## config.mk

```make
export PLATFORM = sky130hd
export DESIGN_NAME = femto_bus_decoder
export DESIGN_NICKNAME = d
export VERILOG_FILES = /design/src/rtl/femto_bus_pkg.sv /design/src/rtl/femto_bus_decoder_addr_match.sv /design/src/rtl/femto_bus_decoder.sv
export SDC_FILE = /design/constraint.sdc
export NUM_CORES = 1
export LEC_CHECK = 0
export ABC_AREA = 1
export CORE_AREA = 2 2 99 101
export CTS_CLUSTER_DIAMETER = 150
export DETAILED_ROUTE_END_ITERATION = 8
export DIE_AREA = 0 0 101 103
export GPL_TIMING_DRIVEN = 0
export MAX_ROUTING_LAYER = met4
export PLACE_DENSITY_LB_ADDON = 0.1
export SETUP_SLACK_MARGIN = 0.1
export SYNTH_ARGS = -nofsm -noshare
export SYNTH_HDL_FRONTEND = slang
export SYNTH_SLANG_ARGS = --single-unit
```

## constraint.sdc

```tcl
create_clock -name clk -period 1.8 [get_ports clk]
set_input_delay 0.18 -clock clk [delete_from_list [all_inputs] [get_ports clk]]
set_output_delay 0.18 -clock clk [all_outputs]
set_load 0.02 [all_outputs]
```

## src/rtl/femto_bus_pkg.sv

```systemverilog
`default_nettype none
// ============================================================================
// Module      : femto_bus_pkg
// Description : Shared types and constants for the femto bus decoder:
//               FSM state encoding, default slave map, unmapped read value.
// Revision    : 1.0 - initial release
// ============================================================================
package femto_bus_pkg;

    // Widest slave index supported (up to 8 slaves)
    localparam int c_max_slaves = 8;
    localparam int c_sel_w      = 3;

    // Access FSM states
    typedef enum logic [1:0] {
        IDLE    = 2'd0,
        RD_WAIT = 2'd1,
        WR_WAIT = 2'd2
    } state_t;

    // Default 4-slave map, slave 0 in the LSBs
    localparam logic [127:0] c_def_base_addrs = {
        32'h0042_0000, 32'h0040_0000, 32'h0001_0000, 32'h0000_0000
    };
    localparam logic [127:0] c_def_addr_masks = {
        32'hFFFF_FFE0, 32'hFFFF_FFE0, 32'hFFFF_0000, 32'hFFFF_FC00
    };

    // Value returned for unmapped, aborted or idle reads
    localparam logic [31:0] c_unmapped_rdata = 32'h0000_0000;

endpackage
`default_nettype wire

```

## src/rtl/femto_bus_decoder_addr_match.sv

```systemverilog
`default_nettype none
// ============================================================================
// Module      : femto_addr_match
// Description : Compares the CPU address against every slave base/mask pair
//               and priority-encodes the result (lowest index wins).
// Revision    : 1.0 - initial release
// ============================================================================
module femto_addr_match
    import femto_bus_pkg::*;
#(
    parameter int                     NSLAVES    = 4,
    parameter logic [32*NSLAVES-1:0]  BASE_ADDRS = c_def_base_addrs,
    parameter logic [32*NSLAVES-1:0]  ADDR_MASKS = c_def_addr_masks
) (
    input  logic [31:0]         addr,
    output logic                hit,
    output logic [c_sel_w-1:0]  idx
);

    // Scan from the highest slave down so the lowest matching index is the last one written
    always_comb begin
        hit = 1'b0;
        idx = '0;
        for (int i = NSLAVES - 1; i >= 0; i--) begin
            if ((addr & ADDR_MASKS[32*i +: 32]) == BASE_ADDRS[32*i +: 32]) begin
                hit = 1'b1;
                idx = c_sel_w'(i);
            end
        end
    end

endmodule
`default_nettype wire

```

## src/rtl/femto_bus_decoder.sv

```systemverilog
`default_nettype none
// ============================================================================
// Module      : femto_bus_decoder
// Description : Decodes femtorv-style CPU memory requests onto NSLAVES slave
//               channels, holds the CPU while the selected slave is busy and
//               records the first unmapped/aborted access.
//               Optional macro FEMTO_BUS_TIMEOUT_EN adds a wait-state
//               watchdog that aborts after TIMEOUT_CYCLES busy cycles.
// Revision    : 1.0 - initial release
// ============================================================================
module femto_bus_decoder
    import femto_bus_pkg::*;
#(
    parameter int                     NSLAVES        = 4,
    parameter logic [32*NSLAVES-1:0]  BASE_ADDRS     = c_def_base_addrs,
    parameter logic [32*NSLAVES-1:0]  ADDR_MASKS     = c_def_addr_masks,
    parameter int                     TIMEOUT_CYCLES = 255
) (
    input  logic                    clk,
    input  logic                    reset,
    input  logic [31:0]             mem_addr,
    input  logic                    mem_rstrb,
    input  logic [3:0]              mem_wmask,
    output logic [31:0]             mem_rdata,
    output logic                    mem_rbusy,
    output logic                    mem_wbusy,
    output logic [NSLAVES-1:0]      s_rd,
    output logic [NSLAVES-1:0]      s_wr,
    input  logic [32*NSLAVES-1:0]   s_rdata,
    input  logic [NSLAVES-1:0]      s_rbusy,
    input  logic [NSLAVES-1:0]      s_wbusy,
    input  logic                    err_clr,
    output logic                    err_flag,
    output logic [31:0]             err_addr
);

    // Elaboration-time parameter range checks
    if (NSLAVES < 1 || NSLAVES > c_max_slaves) begin : g_bad_nslaves
        $error("femto_bus_decoder: NSLAVES out of range 1..8");
    end
    if (TIMEOUT_CYCLES < 1 || TIMEOUT_CYCLES > 65535) begin : g_bad_timeout
        $error("femto_bus_decoder: TIMEOUT_CYCLES out of range 1..65535");
    end

    state_t                 r_state;
    state_t                 w_state_nxt;
    logic [c_sel_w-1:0]     r_sel;
    logic                   r_err_flag;
    logic [31:0]            r_err_addr;

    logic                   w_hit;
    logic [c_sel_w-1:0]     w_idx;
    logic                   w_wr_req;
    logic                   w_rd_req;
    logic                   w_accept;
    logic                   w_issue;
    logic                   w_tmo;
    logic                   w_err_set;
    logic [31:0]            w_err_addr;
    logic [7:0]             w_rbusy_x;
    logic [7:0]             w_wbusy_x;
    logic [31:0]            w_rdata_arr [c_max_slaves];
    logic                   w_rbusy_sel;
    logic                   w_wbusy_sel;

    femto_addr_match #(
        .NSLAVES    (NSLAVES),
        .BASE_ADDRS (BASE_ADDRS),
        .ADDR_MASKS (ADDR_MASKS)
    ) u_match (
        .addr (mem_addr),
        .hit  (w_hit),
        .idx  (w_idx)
    );

    // A write wins over a coincident read strobe
    assign w_wr_req = |mem_wmask;
    assign w_rd_req = mem_rstrb & ~w_wr_req;

    // Widen per-slave inputs to the full 8-entry space so a 3-bit select always indexes in range
    always_comb begin
        w_rbusy_x = '0;
        w_wbusy_x = '0;
        w_rbusy_x[NSLAVES-1:0] = s_rbusy;
        w_wbusy_x[NSLAVES-1:0] = s_wbusy;
        for (int i = 0; i < c_max_slaves; i++) begin
            w_rdata_arr[i] = '0;
        end
        for (int i = 0; i < NSLAVES; i++) begin
            w_rdata_arr[i] = s_rdata[32*i +: 32];
        end
    end

    assign w_rbusy_sel = w_rbusy_x[r_sel];
    assign w_wbusy_sel = w_wbusy_x[r_sel];

`ifdef FEMTO_BUS_TIMEOUT_EN
    logic [15:0] r_tmo_cnt;
    logic [31:0] r_acc_addr;
    logic        w_wait_busy;

    assign w_wait_busy = ((r_state == RD_WAIT) && w_rbusy_sel) ||
                         ((r_state == WR_WAIT) && w_wbusy_sel);
    assign w_tmo       = w_wait_busy && (r_tmo_cnt == 16'(TIMEOUT_CYCLES));
    assign w_err_addr  = w_tmo ? r_acc_addr : mem_addr;

    // Count busy wait cycles since the last accept; remember the accepted address for abort reporting
    always_ff @(posedge clk or posedge reset) begin
        if (reset) begin
            r_tmo_cnt  <= '0;
            r_acc_addr <= '0;
        end else if (w_accept) begin
            r_tmo_cnt  <= '0;
            r_acc_addr <= mem_addr;
        end else if (w_wait_busy) begin
            r_tmo_cnt  <= r_tmo_cnt + 16'd1;
        end
    end
`else
    assign w_tmo      = 1'b0;
    assign w_err_addr = mem_addr;
`endif

    // Next state: accept in IDLE or when the pending slave stops stalling; abort on watchdog expiry
    always_comb begin
        w_state_nxt = r_state;
        w_accept    = 1'b0;
        case (r_state)
            IDLE:    w_accept = 1'b1;
            RD_WAIT: begin
                if (w_tmo)             w_state_nxt = IDLE;
                else if (!w_rbusy_sel) w_accept    = 1'b1;
            end
            WR_WAIT: begin
                if (w_tmo)             w_state_nxt = IDLE;
                else if (!w_wbusy_sel) w_accept    = 1'b1;
            end
            default: w_state_nxt = IDLE;
        endcase
        if (w_accept) begin
            if (w_hit && w_wr_req)      w_state_nxt = WR_WAIT;
            else if (w_hit && w_rd_req) w_state_nxt = RD_WAIT;
            else                        w_state_nxt = IDLE;
        end
    end

    // State and selected-slave registers
    always_ff @(posedge clk or posedge reset) begin
        if (reset) begin
            r_state <= IDLE;
            r_sel   <= '0;
        end else begin
            r_state <= w_state_nxt;
            if (w_accept && w_hit && (w_wr_req || w_rd_req)) r_sel <= w_idx;
        end
    end

    // Slave strobes are combinational in the accept cycle and suppressed while reset is held
    assign w_issue = w_accept & w_hit & ~reset;
    assign s_rd    = NSLAVES'(w_issue & w_rd_req) << w_idx;
    assign s_wr    = NSLAVES'(w_issue & w_wr_req) << w_idx;

    assign mem_rdata = ((r_state == RD_WAIT) && !w_tmo) ? w_rdata_arr[r_sel] : c_unmapped_rdata;
    assign mem_rbusy = (r_state == RD_WAIT) && w_rbusy_sel && !w_tmo;
    assign mem_wbusy = (r_state == WR_WAIT) && w_wbusy_sel && !w_tmo;

    assign w_err_set = (w_accept && (w_wr_req || w_rd_req) && !w_hit) || w_tmo;

    // Sticky error: first address is kept until cleared; a set coinciding with clear records the new one
    always_ff @(posedge clk or posedge reset) begin
        if (reset) begin
            r_err_flag <= 1'b0;
            r_err_addr <= '0;
        end else if (w_err_set) begin
            r_err_flag <= 1'b1;
            if (!r_err_flag || err_clr) r_err_addr <= w_err_addr;
        end else if (err_clr) begin
            r_err_flag <= 1'b0;
            r_err_addr <= '0;
        end
    end

    assign err_flag = r_err_flag;
    assign err_addr = r_err_addr;

endmodule
`default_nettype wire

```

Word-level counts from Yosys, hierarchy flattened:

Cells that the tools add are included.

* flip-flop bits (word level): 38
* word-level logic and storage cells: 69

* magnitude comparators: 2
* eq/ne operators: 7
* shift-type cells: 2
* mux-type cells: 28
* bitwise gates (word level): 8
* reduce and logical (&&, ||, !) cells: 18

Operators with widths (count)
* 32-bit 2-to-1 mux: 6
* 32-bit binary-select mux with 3-bit select: 1
* 27-bit by 18-bit == test with 1-bit output (second input constant): 2
* 32-bit zero test: 1
* 16-bit by 1-bit == test with 1-bit output (second input constant): 1
* 1-bit 2-to-1 mux: 11
* 3-bit 2-to-1 mux: 3
* 1-bit logical AND: 8
* 2-bit 2-to-1 mux: 4
* 1-bit by 3-bit left shift with 4-bit output: 2
* 1-bit binary-select mux with 3-bit select: 2
* 1-bit bitwise AND: 5
* 4-bit greater-or-equal comparator (second input constant): 1
* 3-bit by 4-bit < comparator with 1-bit output (second input constant): 1
* 2-bit by 1-bit != test with 1-bit output (second input constant): 2
* 3-bit NOT with 4-bit output: 1
* 4-bit OR reduction: 1
* 1-bit case mux with 3 select lines: 1
* 3-bit OR reduction: 1
* 2-bit by 1-bit == test with 1-bit output (second input constant): 1
* 2-bit == test (second input constant): 1
* 1-bit zero test: 2
* 2-bit zero test: 1
* 1-bit logical OR: 2
* other kinds (3): 4

Depth between registers and ports, before layout:

* depth in word-level cells: 9
* gate-level depth with buffers: 14

Cells and area by module:

From an unflattened synthesis, not the netlist that was laid out.

* cell total of the unflattened synthesis: 546
* area, all modules: 3190.6 um2

By module, submodules not included
* femto_bus_decoder: instances 1, cells each 471, area an instance 2887.8 um2, seq. area each 950.9 um2
* femto_addr_match: instances 1, cells each 75, area an instance 302.8 um2, seq. area each 0.0 um2

Least setup slack after synthesis:

OpenSTA, ideal clock, no wires.

* path kind: input port to output port
* start: in reset
* end: out s_rd[0]
* data arrival time: 1.574 ns
* required time: 1.620 ns
* path slack: 0.046 ns
* stages on the path: 3
* buffers on the path: 0
* cells stage by stage: inv_1 > nand4_1 > nor2_1

* longest elaborated chain between the ends: 4

Ends and longest elaborated chain
* from (decl): RTL line femto_bus_decoder.sv:20 `input logic reset,`
* 1-bit NOT: RTL line femto_bus_decoder.sv:159 `assign w_issue = w_accept & w_hit & ~reset;`
* 1-bit bitwise AND: RTL line femto_bus_decoder.sv:159
* 1-bit bitwise AND: RTL line femto_bus_decoder.sv:160 `assign s_rd = NSLAVES'(w_issue & w_rd_req) << w_idx;`
* 1-bit by 3-bit left shift with 4-bit output: RTL line femto_bus_decoder.sv:160
* to (decl): RTL line femto_bus_decoder.sv:27 `output logic [NSLAVES-1:0] s_rd,`

No other way between the ends.

Worst setup path in the final report:

* start: reg r_sel[0]
* end: reg r_err_addr[23], in the netlist err_addr[23]

* longest elaborated chain between the ends: 8
* elaborated cells on any way between the ends: 13

Ends and longest elaborated chain
* from (decl): RTL line femto_bus_decoder.sv:47 `logic [c_sel_w-1:0] r_sel;`
* from (signal assigned): RTL line femto_bus_decoder.sv:154 `if (w_accept && w_hit && (w_wr_req || w_rd_req)) r_sel <= w_idx;`
* 1-bit binary-select mux with 3-bit select, on equally long branches: RTL line femto_bus_decoder.sv:95, femto_bus_decoder.sv:94
* 1-bit 2-to-1 mux, on equally long branches: RTL line femto_bus_decoder.sv:95, femto_bus_decoder.sv:94
* 1-bit 2-to-1 mux, on equally long branches: RTL line femto_bus_decoder.sv:136, femto_bus_decoder.sv:132
* 1-bit case mux with 3 select lines (*): RTL line femto_bus_decoder.sv:128 `case (r_state)`
* 1-bit logical AND (*) (2 in series): RTL line femto_bus_decoder.sv:167 `assign w_err_set = (w_accept && (w_wr_req || w_rd_req) && !w_hit) || w_tmo;`
* 2-bit by 1-bit != test with 1-bit output (no source line) or 2-bit nonzero test (tied branches)
* 2-bit AND reduction (no source line)
* to (signal assigned): RTL line femto_bus_decoder.sv:176 `if (!r_err_flag || err_clr) r_err_addr <= w_err_addr;`
* to (decl): RTL line femto_bus_decoder.sv:49 `logic [31:0] r_err_addr;`

Every way passes the cells marked *; elsewhere a longest branch is shown, timed or not. The select of a mux whose other input is x is not followed.
A chain may end at the register's enable or synchronous reset.

==> results.sh <==
export IMPL_status="finished, violations left"
export IMPL_violations="negative setup slack"
export IMPL_clkTransAtPathRegs_ns=0.08
export IMPL_rsz0062_at_grt="yes"
export IMPL_maxCapViolCount=0
export IMPL_cp_common_cell="nand2_2"
export IMPL_via_per_inst=4.99
export IMPL_ys_types=23
export IMPL_ys_ff_latch=37
export IMPL_cts_tree="done"
export IMPL_power_density_nw_per_um2=410
export IMPL_antenna_found_initial=0
export IMPL_grt_max_degree=21
export IMPL_seqPwrFrac=0.361
export IMPL_synthFlopType="dfrtp_1"
export IMPL_netlist_instances=509
export IMPL_die_area_um2=10400
export IMPL_io_pins=251
export IMPL_grt_pass1_wl_um=21300
export IMPL_cp_start_kind="flip-flop"
export IMPL_muxShareOfSynthArea=0
export IMPL_synth_top_family_by_area="simple AND/OR/NAND/NOR gates"
export IMPL_drt_pass1_iter_count=4
export IMPL_grt_pass1_vias=4328
export IMPL_crit_path_end_kind="flip-flop"
export IMPL_r2r_start="r_sel[0]$_DFFE_PP0P_"
export IMPL_dr_total_vias=4562
export IMPL_final_nets=976
export IMPL_drt_total_wl_um=14900
export IMPL_clk_latency_ns=0.29
export IMPL_hp_class="input port to flip-flop"
export IMPL_cp_data_required_time_ns=2.03
export IMPL_synth_edff_count=0
export IMPL_slew_viol_final=0
export IMPL_clockRootBuffer="clkbuf_8"
export IMPL_ir_drop_mv=0.423
export IMPL_intPower_mw=1.90
export IMPL_skew_ns=0.00782
export IMPL_area_delta_synth_final_pct=114
export IMPL_grt_remaining_overflow=0
export IMPL_fp_dieW_um=101
export IMPL_hold_depth=3
export IMPL_fmax_mhz=504
export IMPL_p_clk_frac=0.276
export IMPL_yosys_top_cells_area="dfrtp_1 31%, nor2_1 21%, nand2_1 11%"
export IMPL_grt_use_total=0.265
export IMPL_clockBufferDepth=2
export IMPL_worstHoldStart="mem_addr[24]"
export IMPL_cp_top_family="simple AND/OR/NAND/NOR gates"
export IMPL_yosysTopAreaCell="dfrtp_1"
export IMPL_ff2ff_path_depth=15
export IMPL_core_area_um2=9460
export IMPL_hold_viol=0
export IMPL_fin_crit_sh=1.10
export IMPL_syn_area_per_cell_um2=5.92
export IMPL_finalSetupViolCount=72
export IMPL_r2r_end="err_addr[23]$_DFFE_PP0P_"
export IMPL_start_util=0.319
export IMPL_switching_power_uw=744
export IMPL_cp_max_fo=7
export IMPL_swShare=0.282
export IMPL_syn_area_um2=3010
export IMPL_hold_end="err_addr[24]$_DFFE_PP0P_"
export IMPL_cts_sinks=37
export IMPL_numPortBuffers=250
export IMPL_fin_total_pwr_mw=2.64
export IMPL_synthSimpleGateAreaFrac=0.441
export IMPL_final_setup_tns_ns=-9.71
export IMPL_crit_path_max_incr_delay_ns=0.37
export IMPL_die_h_um=103
export IMPL_drive_gt1_frac=0.227
export IMPL_comb_power_share=0.363
export IMPL_synthXorXnorAreaFrac=0
export IMPL_cts_hold_buffers_added=0
export IMPL_syn_num_nets=685
export IMPL_worst_pin_slew_ns=0.960
export IMPL_drt_iter0_markers=188
export IMPL_path_buf_inv=5
export IMPL_arrival_ns=2.21
export IMPL_cp_cell_sequence="buf_6, nand2_2, nand3_4, nand2_4, nand2_2, nand2_2, nand2_4, buf_4, buf_4, nor2_4, nand3_4, inv_8, clkbuf_16, nand2_1, nand2_1"
export IMPL_synth_top_area_share=0.307
export IMPL_relSlewSlack=0.357
export IMPL_layout_setup_ws_ns=-0.185
export IMPL_p_leak_nw=2.94
export IMPL_drc=0
export IMPL_gp_congestion=0.872
export IMPL_yosys_warnings=0
export IMPL_drt_wirelength_per_cell_um=16.3
export IMPL_ant_nets=0
export IMPL_async_reset_ff_frac=1.00
export IMPL_min_period_ns=1.99
export IMPL_rrSetupSlack_ns=-0.19
export IMPL_synth_compound_area_frac=0.169
export IMPL_std_cell_rows=36
export IMPL_h_tree_depth=2
export IMPL_synth_adder_area_share=0
export IMPL_hpwl_um=10900
export IMPL_ys_seq_area_frac=0.307
export IMPL_critPathKind="flip-flop to flip-flop"
export IMPL_cpMaxStageDelayCell="dfrtp_1"
export IMPL_cts_buffers=5
export IMPL_diodes=0
[stage by stage]
stage                     instance area, um^2  instances   util  setup slack [ns]  hold WS [ns]
after floorplan                          3020        509      -             0.102         0.157
after global placement                   5660        873  0.599            -0.992         0.485
after detailed placement                 5660        873  0.599             -1.01         0.491
after CTS                                6020        898  0.637            -0.155         0.234
after global routing                     6440        915  0.681            -0.319         0.248
final                                    6440        915  0.681            -0.185         0.238
[worst max path at each step]
stage | startpoint | to | slack, ns | cells past startpoint
after CTS | r_sel[0]$_DFFE_PP0P_ | mem_rdata[5] | -0.15 | 8
after floorplan | r_sel[0]$_DFFE_PP0P_ | mem_rdata[10] | 0.10 | 6
after global placement | mem_addr[10] | s_wr[0] | -0.99 | 11
after detailed placement | mem_addr[10] | s_rd[1] | -1.01 | 11
after global routing | r_sel[0]$_DFFE_PP0P_ | s_wr[3] | -0.32 | 11
final | r_sel[0]$_DFFE_PP0P_ | err_addr[23]$_DFFE_PP0P_ | -0.19 | 15
[metal layers]
| layer | wire length (um) | vias up | track usage |
|---|---|---|---|
| li1 | - | 2239 | - |
| met1 | 5820 | 2127 | 0.297 |
| met2 | 7630 | 167 | 0.468 |
| met3 | 1090 | 29 | 0.0624 |
| met4 | 392 | 0 | 0.0842 |
| met5 | 0 | - | - |
[worst reg2reg max path, cell delays in order, from the launching register on]
cell and delay (ns):
dfrtp_1 0.37, buf_6 0.14, nand2_2 0.08, nand3_4 0.08
nand2_4 0.08, nand2_2 0.05, nand2_2 0.06, nand2_4 0.06
buf_4 0.12, buf_4 0.14, nor2_4 0.17, nand3_4 0.18
inv_8 0.15, clkbuf_16 0.15, nand2_1 0.05, nand2_1 0.06
[cell usage after synthesis, types with 3 or more instances]
cell      number
buf_1          5
buf_2          4
nand2_1       91
nand3_1       43
nor2_1       166
nand2_2        4
o21ai_0       66
nor2_2         3
buf_4          5
nor2_4         4
nand4_1        5
inv_1         16
clkbuf_1      17
a21oi_1       32
dfrtp_1       37
[logic make-up after synthesis]
group	Yosys count
buf+inv	53
flops	37
simple gates	318
compound gates	101
[layout by cell type (no fill, tap or decap), drive strengths merged, types with 3 or more instances in the layout]
cell	n
clkinvlp	3
nand4	5
a21oi	32
nand2	95
nor2	173
dlygate4sd2	27
dfrtp	37
clkbuf	21
clkdlybuf4s50	181
inv	18
buf	92
o21ai	68
nand3	46
[power by group through the flow]
stage                     Combinational [mW]  Sequential (mW)  Clock (mW)
after CTS                              0.921            0.953       0.743
final                                  0.958            0.953       0.728
after global routing                    1.03            0.961       0.770
after floorplan                        0.202             1.06           0
after detailed placement               0.895            0.966           0
after global placement                 0.882            0.964           0
[timing repair]
item,CTS,global route
gates resized for setup,298,110
buffers inserted,11,11
gates cloned,6,8
setup endpoints to repair,75,76
pin swaps,33,22
[flip-flops by register name, summed over array words and instances, names as in the netlist]
name	count
err_addr	32
err_flag	1
r_sel	2
r_state	2
[layout make-up]
class | instances | area [um^2]
flip-flops and latches | 37 | 926
repair inverters | 2 | 10.0
inverters | 19 | 97.6
repair buffers | 283 | 2710
well taps | 114 | 143
clock buffers | 6 | 72.6
fillers | 873 | 3010
clock inverters | 2 | 38.8
multi-input cells | 420 | 2050
plain buffers | 32 | 390
Power figures use the tool's default switching activity.
